==> config.mk <==
export PLATFORM = sky130hd
export DESIGN_NAME = march_bist
export DESIGN_NICKNAME = d
export VERILOG_FILES = /design/src/rtl/march_bist.sv
export SDC_FILE = /design/constraint.sdc
export NUM_CORES = 1
export LEC_CHECK = 0
export ABC_AREA = 1
export CORE_MARGIN = 2
export CORE_UTILIZATION = 53
export DETAILED_ROUTE_END_ITERATION = 10
export HOLD_SLACK_MARGIN = 0.06
export PLACE_DENSITY = 0.81
export SYNTH_ARGS = -nofsm -noshare
export SYNTH_HDL_FRONTEND = slang
export SYNTH_SLANG_ARGS = --single-unit
==> constraint.sdc <==
create_clock -name clk -period 2.3 [get_ports clk]
set_input_delay 0.46 -clock clk [delete_from_list [all_inputs] [get_ports clk]]
set_output_delay 0.46 -clock clk [all_outputs]
set_load 0.05 [all_outputs]
==> src/rtl/march_bist.sv <==
// March C- self-test engine for a single-port synchronous SRAM, muxed in front of the functional port.
// Optional build macro BIST_STOP_ON_FAIL_EN: halt the test on the first miscompare.
`timescale 1ns/1ps

module march_bist #(
  parameter int unsigned             ADDR_WIDTH     = 8,
  parameter int unsigned             DATA_WIDTH     = 4,
  parameter logic [DATA_WIDTH-1:0]   BACKGROUND     = '0,
  parameter int unsigned             FAIL_CNT_WIDTH = 8
) (
  input  logic                      clk,
  input  logic                      rst_n,
  input  logic                      start,
  input  logic                      func_we,
  input  logic [ADDR_WIDTH-1:0]     func_addr,
  input  logic [DATA_WIDTH-1:0]     func_din,
  output logic                      sram_we,
  output logic [ADDR_WIDTH-1:0]     sram_addr,
  output logic [DATA_WIDTH-1:0]     sram_din,
  input  logic [DATA_WIDTH-1:0]     sram_dout,
  output logic                      busy,
  output logic                      done,
  output logic                      fail,
  output logic [ADDR_WIDTH-1:0]     fail_addr,
  output logic [FAIL_CNT_WIDTH-1:0] fail_count
);

  localparam int unsigned ELEM_WIDTH = 3;

  localparam logic [ADDR_WIDTH-1:0]     ADDR_MAX  = '1;
  localparam logic [FAIL_CNT_WIDTH-1:0] CNT_MAX   = '1;
  localparam logic [ELEM_WIDTH-1:0]     ELEM_LAST = ELEM_WIDTH'(5);

`ifdef BIST_STOP_ON_FAIL_EN
  localparam bit STOP_ON_FAIL = 1'b1;
`else
  localparam bit STOP_ON_FAIL = 1'b0;
`endif

  typedef enum logic [1:0] {
    IDLE  = 2'd0,
    RUN   = 2'd1,
    DRAIN = 2'd2,
    DONE  = 2'd3
  } state_t;

  state_t                  state;
  logic [ELEM_WIDTH-1:0]   elem;
  logic                    phase;
  logic [ADDR_WIDTH-1:0]   addr;
  logic                    start_q;
  logic                    cmp_valid;
  logic [DATA_WIDTH-1:0]   cmp_exp;
  logic [ADDR_WIDTH-1:0]   cmp_addr;

  logic                    two_op_c;
  logic                    down_c;
  logic                    op_we_c;
  logic [DATA_WIDTH-1:0]   op_data_c;
  logic                    last_addr_c;
  logic                    step_c;
  logic                    next_down_c;
  logic                    miscmp_c;
  logic                    halt_c;

  // Decode the current March operation from element, phase and address.
  always_comb begin
    two_op_c    = 1'b0;
    down_c      = 1'b0;
    op_we_c     = 1'b0;
    op_data_c   = BACKGROUND;
    next_down_c = 1'b0;

    two_op_c    = (elem >= ELEM_WIDTH'(1)) && (elem <= ELEM_WIDTH'(4));
    down_c      = (elem == ELEM_WIDTH'(3)) || (elem == ELEM_WIDTH'(4));
    next_down_c = (elem == ELEM_WIDTH'(2)) || (elem == ELEM_WIDTH'(3));
    op_we_c     = (elem == ELEM_WIDTH'(0)) || (two_op_c && phase);

    if (op_we_c) begin
      // Writes of logical 1 happen in E1 and E3.
      if ((elem == ELEM_WIDTH'(1)) || (elem == ELEM_WIDTH'(3))) begin
        op_data_c = ~BACKGROUND;
      end
    end else begin
      // Reads of logical 1 happen in E2 and E4.
      if ((elem == ELEM_WIDTH'(2)) || (elem == ELEM_WIDTH'(4))) begin
        op_data_c = ~BACKGROUND;
      end
    end
  end

  always_comb begin
    last_addr_c = 1'b0;
    step_c      = 1'b0;
    miscmp_c    = 1'b0;
    halt_c      = 1'b0;

    last_addr_c = down_c ? (addr == '0) : (addr == ADDR_MAX);
    step_c      = !two_op_c || phase;
    miscmp_c    = cmp_valid && (sram_dout != cmp_exp);
    halt_c      = STOP_ON_FAIL && miscmp_c;
  end

  // Port mux; a halting miscompare also suppresses the write issued in that cycle.
  always_comb begin
    sram_we   = func_we;
    sram_addr = func_addr;
    sram_din  = func_din;
    if (busy) begin
      sram_we   = (state == RUN) && op_we_c && !halt_c;
      sram_addr = addr;
      sram_din  = op_data_c;
    end
  end

  // Sequencer, compare pipeline and result logging.
  always_ff @(posedge clk or negedge rst_n) begin
    if (!rst_n) begin
      state      <= IDLE;
      elem       <= '0;
      phase      <= 1'b0;
      addr       <= '0;
      start_q    <= 1'b0;
      cmp_valid  <= 1'b0;
      cmp_exp    <= '0;
      cmp_addr   <= '0;
      busy       <= 1'b0;
      done       <= 1'b0;
      fail       <= 1'b0;
      fail_addr  <= '0;
      fail_count <= '0;
    end else begin
      start_q   <= 1'b0;
      cmp_valid <= 1'b0;

      if (miscmp_c) begin
        fail <= 1'b1;
        if (!fail) begin
          fail_addr <= cmp_addr;
        end
        if (fail_count != CNT_MAX) begin
          fail_count <= fail_count + FAIL_CNT_WIDTH'(1);
        end
      end

      case (state)
        IDLE, DONE: begin
          if (start_q) begin
            state <= RUN;
            busy  <= 1'b1;
            elem  <= '0;
            phase <= 1'b0;
            addr  <= '0;
          end else if (start) begin
            start_q    <= 1'b1;
            done       <= 1'b0;
            fail       <= 1'b0;
            fail_addr  <= '0;
            fail_count <= '0;
          end
        end

        RUN: begin
          if (halt_c) begin
            state <= DONE;
            busy  <= 1'b0;
            done  <= 1'b1;
          end else begin
            cmp_valid <= !op_we_c;
            cmp_exp   <= op_data_c;
            cmp_addr  <= addr;
            if (step_c) begin
              phase <= 1'b0;
              if (last_addr_c) begin
                if (elem == ELEM_LAST) begin
                  state <= DRAIN;
                end else begin
                  elem <= elem + ELEM_WIDTH'(1);
                  addr <= next_down_c ? ADDR_MAX : '0;
                end
              end else begin
                addr <= down_c ? (addr - ADDR_WIDTH'(1)) : (addr + ADDR_WIDTH'(1));
              end
            end else begin
              phase <= 1'b1;
            end
          end
        end

        DRAIN: begin
          state <= DONE;
          busy  <= 1'b0;
          done  <= 1'b1;
        end

        default: begin
          state <= IDLE;
          busy  <= 1'b0;
        end
      endcase
    end
  end

endmodule

# ---- Yosys cells after proc, flatten, opt, wreduce, memory -nomap -nowiden
# Cells that the tools add are included.
dict set report word_totals {
  regBits 47
  in_bits 20
  output_inout_bits 32
  elab_cells 112
}
dict set report classes {
  n_addsub 4
  magnitude_cmp 2
  n_eq_ne 19
  muxes 50
  n_bitwise 1
  n_reduce_logical 23
}
# operator n
set ops {}
lappend ops {{8-bit 2-to-1 mux} 17}
lappend ops {{8-bit by 1-bit adder with 8-bit output, second input constant} 2}
lappend ops {{4-bit 2-to-1 mux} 4}
lappend ops {{8-bit one-hot mux with 2 select lines} 1}
lappend ops {{1-bit 2-to-1 mux} 15}
lappend ops {{3-bit 2-to-1 mux} 4}
lappend ops {{2-bit inequality test, second input constant} 6}
lappend ops {{8-bit equality test, second input constant} 1}
lappend ops {{8-bit zero test} 1}
lappend ops {{2-bit 2-to-1 mux} 4}
lappend ops {{8-bit inequality test, second input constant} 1}
lappend ops {{4-bit AND reduction} 2}
lappend ops {{8-bit by 1-bit subtractor with 8-bit output, second input constant} 1}
lappend ops {{3-bit by 2-bit equality test with 1-bit output, second input constant} 2}
lappend ops {{3-bit equality test, second input constant} 2}
lappend ops {{1-bit logical OR} 6}
lappend ops {{1-bit one-hot mux with 2 select lines} 3}
lappend ops {{2-bit one-hot mux with 3 select lines} 1}
lappend ops {{3-bit one-hot mux with 2 select lines} 1}
lappend ops {{5-bit AND reduction} 1}
lappend ops {{2-bit equality test, second input constant} 2}
lappend ops {{1-bit logical AND} 4}
lappend ops {{4-bit inequality test} 1}
lappend ops {{2-bit AND reduction} 2}
lappend ops {{other kinds (14)} 15}

# ---- Logic depth before layout (Yosys ltp)
# Gate-level depths: netlist of run 1.
dict set report depth {
  word_depth 7
  depth_mapped 17
  depth_no_buf 17
}

# ---- Worst setup path before layout of run 1
# No wires, ideal clock.
dict set report synth_path {
  path_kind {register -> output}
  from {register busy}
  to {output sram_din[0]}
  arrival_ps 2151
  required_time_ps 1840
  setup_slack_ps -311
  stages_incl_launch_ff 4
  n_path_buf 2
  cell_sequence {dfrtp_1 > clkbuf_1 > clkbuf_1 > o21ai_0}
}
dict set report synth_via {
  elab_chain_cells 1
}
# element line
set synth_rtl {}
lappend synth_rtl {{from (decl)} 21} ;# output logic busy,
lappend synth_rtl {{from (signal assigned)} 127} ;# busy <= 1'b0;
lappend synth_rtl {{from (signal assigned)} 150} ;# busy <= 1'b1;
lappend synth_rtl {{from (signal assigned)} 166} ;# busy <= 1'b0;
lappend synth_rtl {{4-bit 2-to-1 mux} 109} ;# if (busy) begin
lappend synth_rtl {{to (decl)} 19} ;# output logic [DATA_WIDTH-1:0] sram_din,
# Every way passes these cells.

# ---- Worst setup path after layout of run 1
dict set report layout_path {
  from {register elem[1]}
  to {output sram_din[3]}
}
dict set report layout_via {
  elab_chain_cells 6
  word_cells_on_any_way 16
  cone_classes {order compare (2); eq/ne (4); mux (4); reduce/logical (6)}
}
# element line
set layout_rtl {}
lappend layout_rtl {{from (decl)} 48} ;# logic [ELEM_WIDTH-1:0] elem;
lappend layout_rtl {{from (signal assigned)} 178} ;# elem <= elem + ELEM_WIDTH'(1);
lappend layout_rtl {{3-bit by 1-bit >= comparator with 1-bit output / 3-bit less-or-equal comparator (equally long branches)} 74} ;# two_op_c = (elem >= ELEM_WIDTH'(1)) && (elem <= ELEM_WIDTH'(4));
lappend layout_rtl {{1-bit logical AND} 74}
lappend layout_rtl {{1-bit logical AND} 77} ;# op_we_c = (elem == ELEM_WIDTH'(0)) || (two_op_c && phase);
lappend layout_rtl {{1-bit logical OR} 77}
lappend layout_rtl {{4-bit 2-to-1 mux *} 79} ;# if (op_we_c) begin
lappend layout_rtl {{4-bit 2-to-1 mux *} 109}
# Mark *: on every way between the ends. The rest lies on a longest branch, timed or not.

==> impl_metrics.tcl, run 1 <==
set metrics [dict create \
    syn_nets 429 \
    worstSetupPathType "flop to primary output" \
    clk_latency_ns 0.31 \
    dp_cells 511 \
    worst_slack_ns -0.0805 \
    synth.ff_latch_count 44 \
    core_area_sq_um 5140 \
    ant_nets 0 \
    synth_most_common_cell "nand2_1" \
    numCtsBuffers 5 \
    drtIter0Drc 218 \
    synth_edf_count 0 \
    routed_via_density 5.55 \
    area_growth_pct 40.8 \
    initial_core_util 0.551 \
    htree_levels 2 \
    cts_root_buffer "clkbuf_8" \
    die_h_microns 77.1 \
    antenna_cells 0 \
    peakVddDrop_mv 0.881 \
    antenna_found_initial 0 \
    syn_inst 392 \
    tightestPinTransition_ns 0.564 \
    setup_violations 4 \
    grt_pass1_vias 2637 \
    cp.required_ns 1.84 \
    die_area_sq_um 5950 \
    cts_buffer_depth 2 \
    nFillCells 352 \
    overflow 0 \
    cpPeakStageDelay_ns 0.41 \
    grt_usage 0.251 \
    yosysTopAreaCell "dfrtp_1" \
    synth-main-ff-cell "dfrtp_1" \
    drive_above_1_share 0.194 \
    p_total_uw 6110 \
    wl_per_cell_microns 15.6 \
    yosysSeqAreaShare 0.389 \
    die_w_microns 77.1 \
    max_freq_ghz 0.420 \
    synth.top_cell.area_share 0.389 \
    drc 0 \
    failed_checks "negative setup slack" \
    drv_slew 0 \
    dp.final_hpwl_microns 5030 \
    worst_clock_skew_ns 0.00871 \
    min_path_type "primary input to asynchronous set/reset pin" \
    numPortBuffers 51 \
    cp_slowest_cell "dfrtp_1" \
    syn_area_sq_um 2830 \
    rsz0062_at_grt "yes" \
    crit_path_max_fanout 4 \
    worstPathCellList "inv_2, ha_4, nor2_4, nand3_2, nand3_4, nand2_4, nand3_4, nand2_4, nand2_8, o21ai_4, buf_12" \
    clock_sinks 44 \
    finalNonFillerCells 529 \
    final_nets 495 \
    start_kind "flop" \
    fin_crit_sh 1.04 \
    grt_pass1_wl_microns 12100 \
    cts_hold_buf 0 \
    vias 2936 \
    dr.pass1.iters 6 \
    io_pins 52 \
    rows 26 \
    yosys_warnings 0 \
    critPathTopFamily "simple AND/OR/NAND/NOR gates" \
    maxSlewHeadroom 0.624 \
    synth.avg_cell_area_sq_um 7.23 \
    yosys-top-cells-count "nand2_1 (116), nor2_1 (50), inv_1 (49)" \
    cap_viol_max_count 0 \
    globalplace.congestion 0.882 \
    finalHoldViolations 0 \
    async_reset_ff_frac 1.00 \
    clkTransAtPathRegs_ns 0.09 \
    drt_wl_total_microns 8250 \
    synth_cell_type_count 28 \
    status "finished with violations" \
    end_kind "primary output" \
    leakage_uw 0.00198 \
    finalCriticalPeriod_ns 2.38 \
    cts_tree "yes" \
    cp.buffers_inverters 2 \
    grt_max_degree 45 \
    critPathArrivalTime_ns 1.92 \
    power-per-cell-area_nw_per_um2 1530 \
    yosys-top-cells-area "dfrtp_1 (39%), nand2_1 (15%), ha_1 (7.1%)" \
]
-- logic make-up after synthesis --
group           count (synthesis)  share of synthesized area
xor+xnor                        4                     0.0124
buf+inv                        61                     0.0853
mux                             6                     0.0238
compound gates                 38                     0.0769
simple gates                  222                      0.335
fa+ha+maj                      17                     0.0777
flops                          44                      0.389
-- cells in the final DEF, fill, tap and decap left out, types with 2 or more instances in the layout --
master	n
nor2_2	2
a31oi_1	2
o21ai_4	4
clkbuf_8	5
a21oi_4	2
ha_1	7
inv_2	4
clkdlybuf4s50_1	36
ha_4	8
buf_4	16
nor2_1	48
nand2_4	7
dfrtp_1	42
mux2_2	6
inv_4	4
nand3_1	31
nand2_1	113
nand3_4	2
xnor2_1	2
nand4_1	7
buf_12	13
or2_2	2
a21oi_1	12
dfrtp_2	2
inv_1	46
nand3_2	3
xor2_1	2
o21ai_0	16
nor3_1	3
-- through the flow --
stage	area, sq um	hold WS, ns	setup TNS (ns)	worst slack (ns)	util
after floorplan	2830	0.164	-1.79	-0.311	-
after global placement	3560	0.458	0	0.155	0.693
after detailed placement	3560	0.459	0	0.0581	0.693
after CTS	3750	0.233	0	0.00530	0.729
after global routing	3990	0.261	-0.610	-0.127	0.776
final	3990	0.198	-0.231	-0.0805	0.776
-- cell type report --
type | instances | area (sq um) | share of cell area
Tap cell | 70 | 87.6 | 0.0220
Clock inverter | 3 | 46.3 | 0.0116
Inverter | 54 | 213 | 0.0533
Clock buffer | 5 | 68.8 | 0.0173
Sequential cell | 44 | 1100 | 0.277
Timing Repair Buffer | 66 | 746 | 0.187
Multi-Input combinational cell | 287 | 1720 | 0.432
-- where the power goes --
part / leakage (uW) / total [uW] / switching [uW] / internal (uW)
clock network: 0.0000548 / 619 / 292 / 327
logic: 0.00134 / 4180 / 2580 / 1600
registers: 0.000587 / 1310 / 266 / 1040
-- metal layers --
layer,part of all wire,track usage,up-vias,routed length (microns)
met1,0.40,0.314,1386,3300
met3,0.059,0.0353,30,490
li1,-,-,1370,-
met5,0,0,-,0
met2,0.50,0.446,150,4140
met4,0.038,0.0839,0,316
-- repair_timing --
item                                    in CTS  in global routing
gates cloned                                 0                  0
gates resized for setup                     15                 33
setup buffers                                5                  5
pin swaps                                    1                  8
endpoints found under the hold margin        0                  0
endpoints found under the setup margin       5                 10
-- worst reg2reg max path, stage by stage (launching register included) --
cell and delay [ns]:
dfrtp_2 0.45, buf_4 0.17, ha_2 0.20, nor2_2 0.15
inv_2 0.07, nand2_4 0.09, inv_4 0.09, ha_4 0.30
nand2_1 0.05, nand2_1 0.07, inv_1 0.04, nand2_1 0.09
nand2_1 0.09, nand3_1 0.11, nand3_1 0.10, nand3_1 0.08
nand2_1 0.05
-- path summary, 6_finish.rpt --
| path | start | to | slack [ns] | cells after the start |
|---|---|---|---|---|
| worst max-delay path | elem[1] | sram_din[3] | -0.08 | 11 |
| worst min-delay path | rst_n | addr[5] | 0.20 | 2 |
| worst max register to register | elem[0] | addr[7] | 0.01 | 16 |
| worst min register to register | cmp_addr[2] | cmp_addr[2] | 0.49 | 2 |
| max in group asynchronous | rst_n | elem[0] | 1.66 | 2 |
| min in group clk | cmp_addr[2] | cmp_addr[2] | 0.49 | 2 |
-- state kept, by name (all words and copies together) (netlist names) --
register    count
fail_addr       8
elem            3
cmp_valid       1
phase           1
start_q         1
state           2
addr            8
done            1
fail            1
cmp_addr        8
busy            1
cmp_exp         1
fail_count      8
Power figures use the tool's default switching activity.
==> run 2, diff against run 1 <==
--- a/config.mk
+++ b/config.mk
@@ -7,10 +7,10 @@
 export LEC_CHECK = 0
 export ABC_AREA = 1
 export CORE_MARGIN = 2
-export CORE_UTILIZATION = 53
+export CORE_UTILIZATION = 27
 export DETAILED_ROUTE_END_ITERATION = 10
 export HOLD_SLACK_MARGIN = 0.06
-export PLACE_DENSITY = 0.81
+export PLACE_DENSITY = 0.47
 export SYNTH_ARGS = -nofsm -noshare
 export SYNTH_HDL_FRONTEND = slang
 export SYNTH_SLANG_ARGS = --single-unit
==> constraint.sdc (replaced) <==
create_clock -name clk -period 2.3 [get_ports clk]
set_input_delay 0.345 -clock clk [delete_from_list [all_inputs] [get_ports clk]]
set_output_delay 0.345 -clock clk [all_outputs]
set_load 0.05 [all_outputs]
==> run 2 against run 1 <==
Net effect: the run now ends clean; critical path depth increased by 5; global-route usage decreased by 12 points; sequential share of layout area increased by 0.82 points; utilization decreased by 40 points; wire length decreased by 15%; cell count increased by 12%; fmax increased by 8.7%; non-clock buffer count decreased by 2; cell area decreased by 3.1%; clock power decreased by 3%; highest routed layer unchanged.
==> impl_metrics.tcl, run 2 (synthesis results as in run 1) <==
set metrics [dict create \
    status "completed" \
    drive_above_1_share 0.168 \
    power-per-cell-area_nw_per_um2 1450 \
    peakVddDrop_mv 0.477 \
    leakage_uw 0.00193 \
    cts_root_buffer "clkbuf_8" \
    cp.required_ns 2.48 \
    cts_tree "yes" \
    clock_sinks 44 \
    worstSetupPathType "flop to flop" \
    antenna_found_initial 0 \
    htree_levels 2 \
    cap_viol_max_count 0 \
    drt_wl_total_microns 6990 \
    worst_clock_skew_ns 0.0135 \
    critPathMostFrequentCell "nand2_1" \
    drtIter0Drc 88 \
    core_area_sq_um 10300 \
    cp.buffers_inverters 4 \
    die_w_microns 106 \
    routed_via_density 4.34 \
    maxSlewHeadroom 0.613 \
    grt_max_degree 45 \
    setup_violations 0 \
    tns_ns 0 \
    reg2reg_depth 16 \
    r2r-start "elem[0]" \
    max_freq_ghz 0.457 \
    reg2reg_slack_ns 0.11 \
    mostFrequentLayoutCell "nand2_1" \
    grt_usage 0.127 \
    grt_pass1_wl_microns 11900 \
    globalplace.congestion 0.847 \
    cts_buffer_depth 2 \
    wl_per_cell_microns 11.8 \
    cts_hold_buf 0 \
    post-place-ws_ns 0.0960 \
    finalHoldViolations 0 \
    area_growth_pct 36.4 \
    clk_latency_ns 0.29 \
    final_cell_mix "nand2_1 (113), nor2_1 (50), inv_1 (48), dfrtp_1 (44), clkdlybuf4s50_1 (36)" \
    numCtsBuffers 5 \
    dp.final_hpwl_microns 5170 \
    overflow 0 \
    die_h_microns 106 \
    die_area_sq_um 11300 \
    io_pins 52 \
    drv_slew 0 \
    fin_crit_sh 0.952 \
    dr.pass1.iters 4 \
    cp_slowest_cell "dfrtp_1" \
    crit_path_max_fanout 7 \
    numPortBuffers 51 \
    cpPeakStageDelay_ns 0.43 \
    ant_nets 0 \
    grt_pass1_vias 2436 \
    vias 2576 \
    min_path_type "primary input to asynchronous set/reset pin" \
    initial_core_util 0.276 \
    critPathArrivalTime_ns 2.37 \
    antenna_cells 0 \
    final_nets 493 \
    critPathTopFamily "simple AND/OR/NAND/NOR gates" \
    rows 37 \
    worst_slack_ns 0.111 \
    drc 0 \
    worstPathCellList "buf_4, ha_1, nor2_1, inv_2, nand2_4, inv_6, ha_4, nand2_1, nand2_1, inv_1, nand2_1, nand2_1, nand3_1, nand3_1, nand3_1, nand2_1" \
    clkTransAtPathRegs_ns 0.10 \
    end_kind "flop" \
    cp-startpoint "elem[0]" \
    start_kind "flop" \
    finalCriticalPeriod_ns 2.19 \
    tightestPinTransition_ns 0.580 \
    r2r-end "addr[7]" \
]
## run 2: final cells by class
class,instances,area (sq um)
clock buffers,6,72.6
clock inverters,2,35.0
fillers,1107,6410
inverters,54,213
multi-input cells,287,1600
flip-flops and latches,44,1100
well taps,136,170
repair buffers,64,668
## run 2: metal layers
metal / GRT usage / share of wire
met5: 0 / 0
met4: 0.0250 / 0.0040
met3: 0.0178 / 0.021
met2: 0.212 / 0.46
met1: 0.177 / 0.51
## run 2: per-stage QoR
| step | hold slack (ns) | utilization | std cells | power (uW) | instance area [sq um] |
|---|---|---|---|---|---|
| after floorplan | 0.0494 | - | 392 | 3540 | 2830 |
| after global placement | 0.461 | 0.349 | 578 | 4820 | 3590 |
| after detailed placement | 0.461 | 0.349 | 578 | 4810 | 3590 |
| after CTS | 0.156 | 0.364 | 589 | 5510 | 3740 |
| after global routing | 0.182 | 0.376 | 593 | 6040 | 3860 |
| final | 0.138 | 0.376 | 593 | 5600 | 3860 |
## run 2: worst max path at each step
stage,endpoint,cells after the start
6_report,addr[7],16
4_1_cts,sram_din[2],11
5_1_grt,addr[7],17
3_5_place_dp,addr[7],16
3_3_place_gp,addr[7],15
2_1_floorplan,sram_din[0],3
## run 2: what timing repair did
action	CTS	global route
resized for setup	11	15
hold endpoints to repair	0	0
endpoints found under the setup margin	4	9
pin swaps	0	1
buffers inserted	3	4
## run 2: worst reg2reg max path, cell delays in order (launching register included)
cell and delay, ns:
dfrtp_1 0.43, buf_4 0.16, ha_1 0.22, nor2_1 0.12, inv_2 0.06, nand2_4 0.10, inv_6 0.08, ha_4 0.30
nand2_1 0.06, nand2_1 0.09, inv_1 0.04, nand2_1 0.09, nand2_1 0.07, nand3_1 0.08, nand3_1 0.07, nand3_1 0.06
nand2_1 0.05
## run 2: power by group
group / leakage (uW) / switching (uW) / total, uW / internal, uW
Combinational: 0.00129 / 2300 / 3710 / 1400
Sequential: 0.000590 / 250 / 1290 / 1040
Clock: 0.0000552 / 278 / 601 / 323
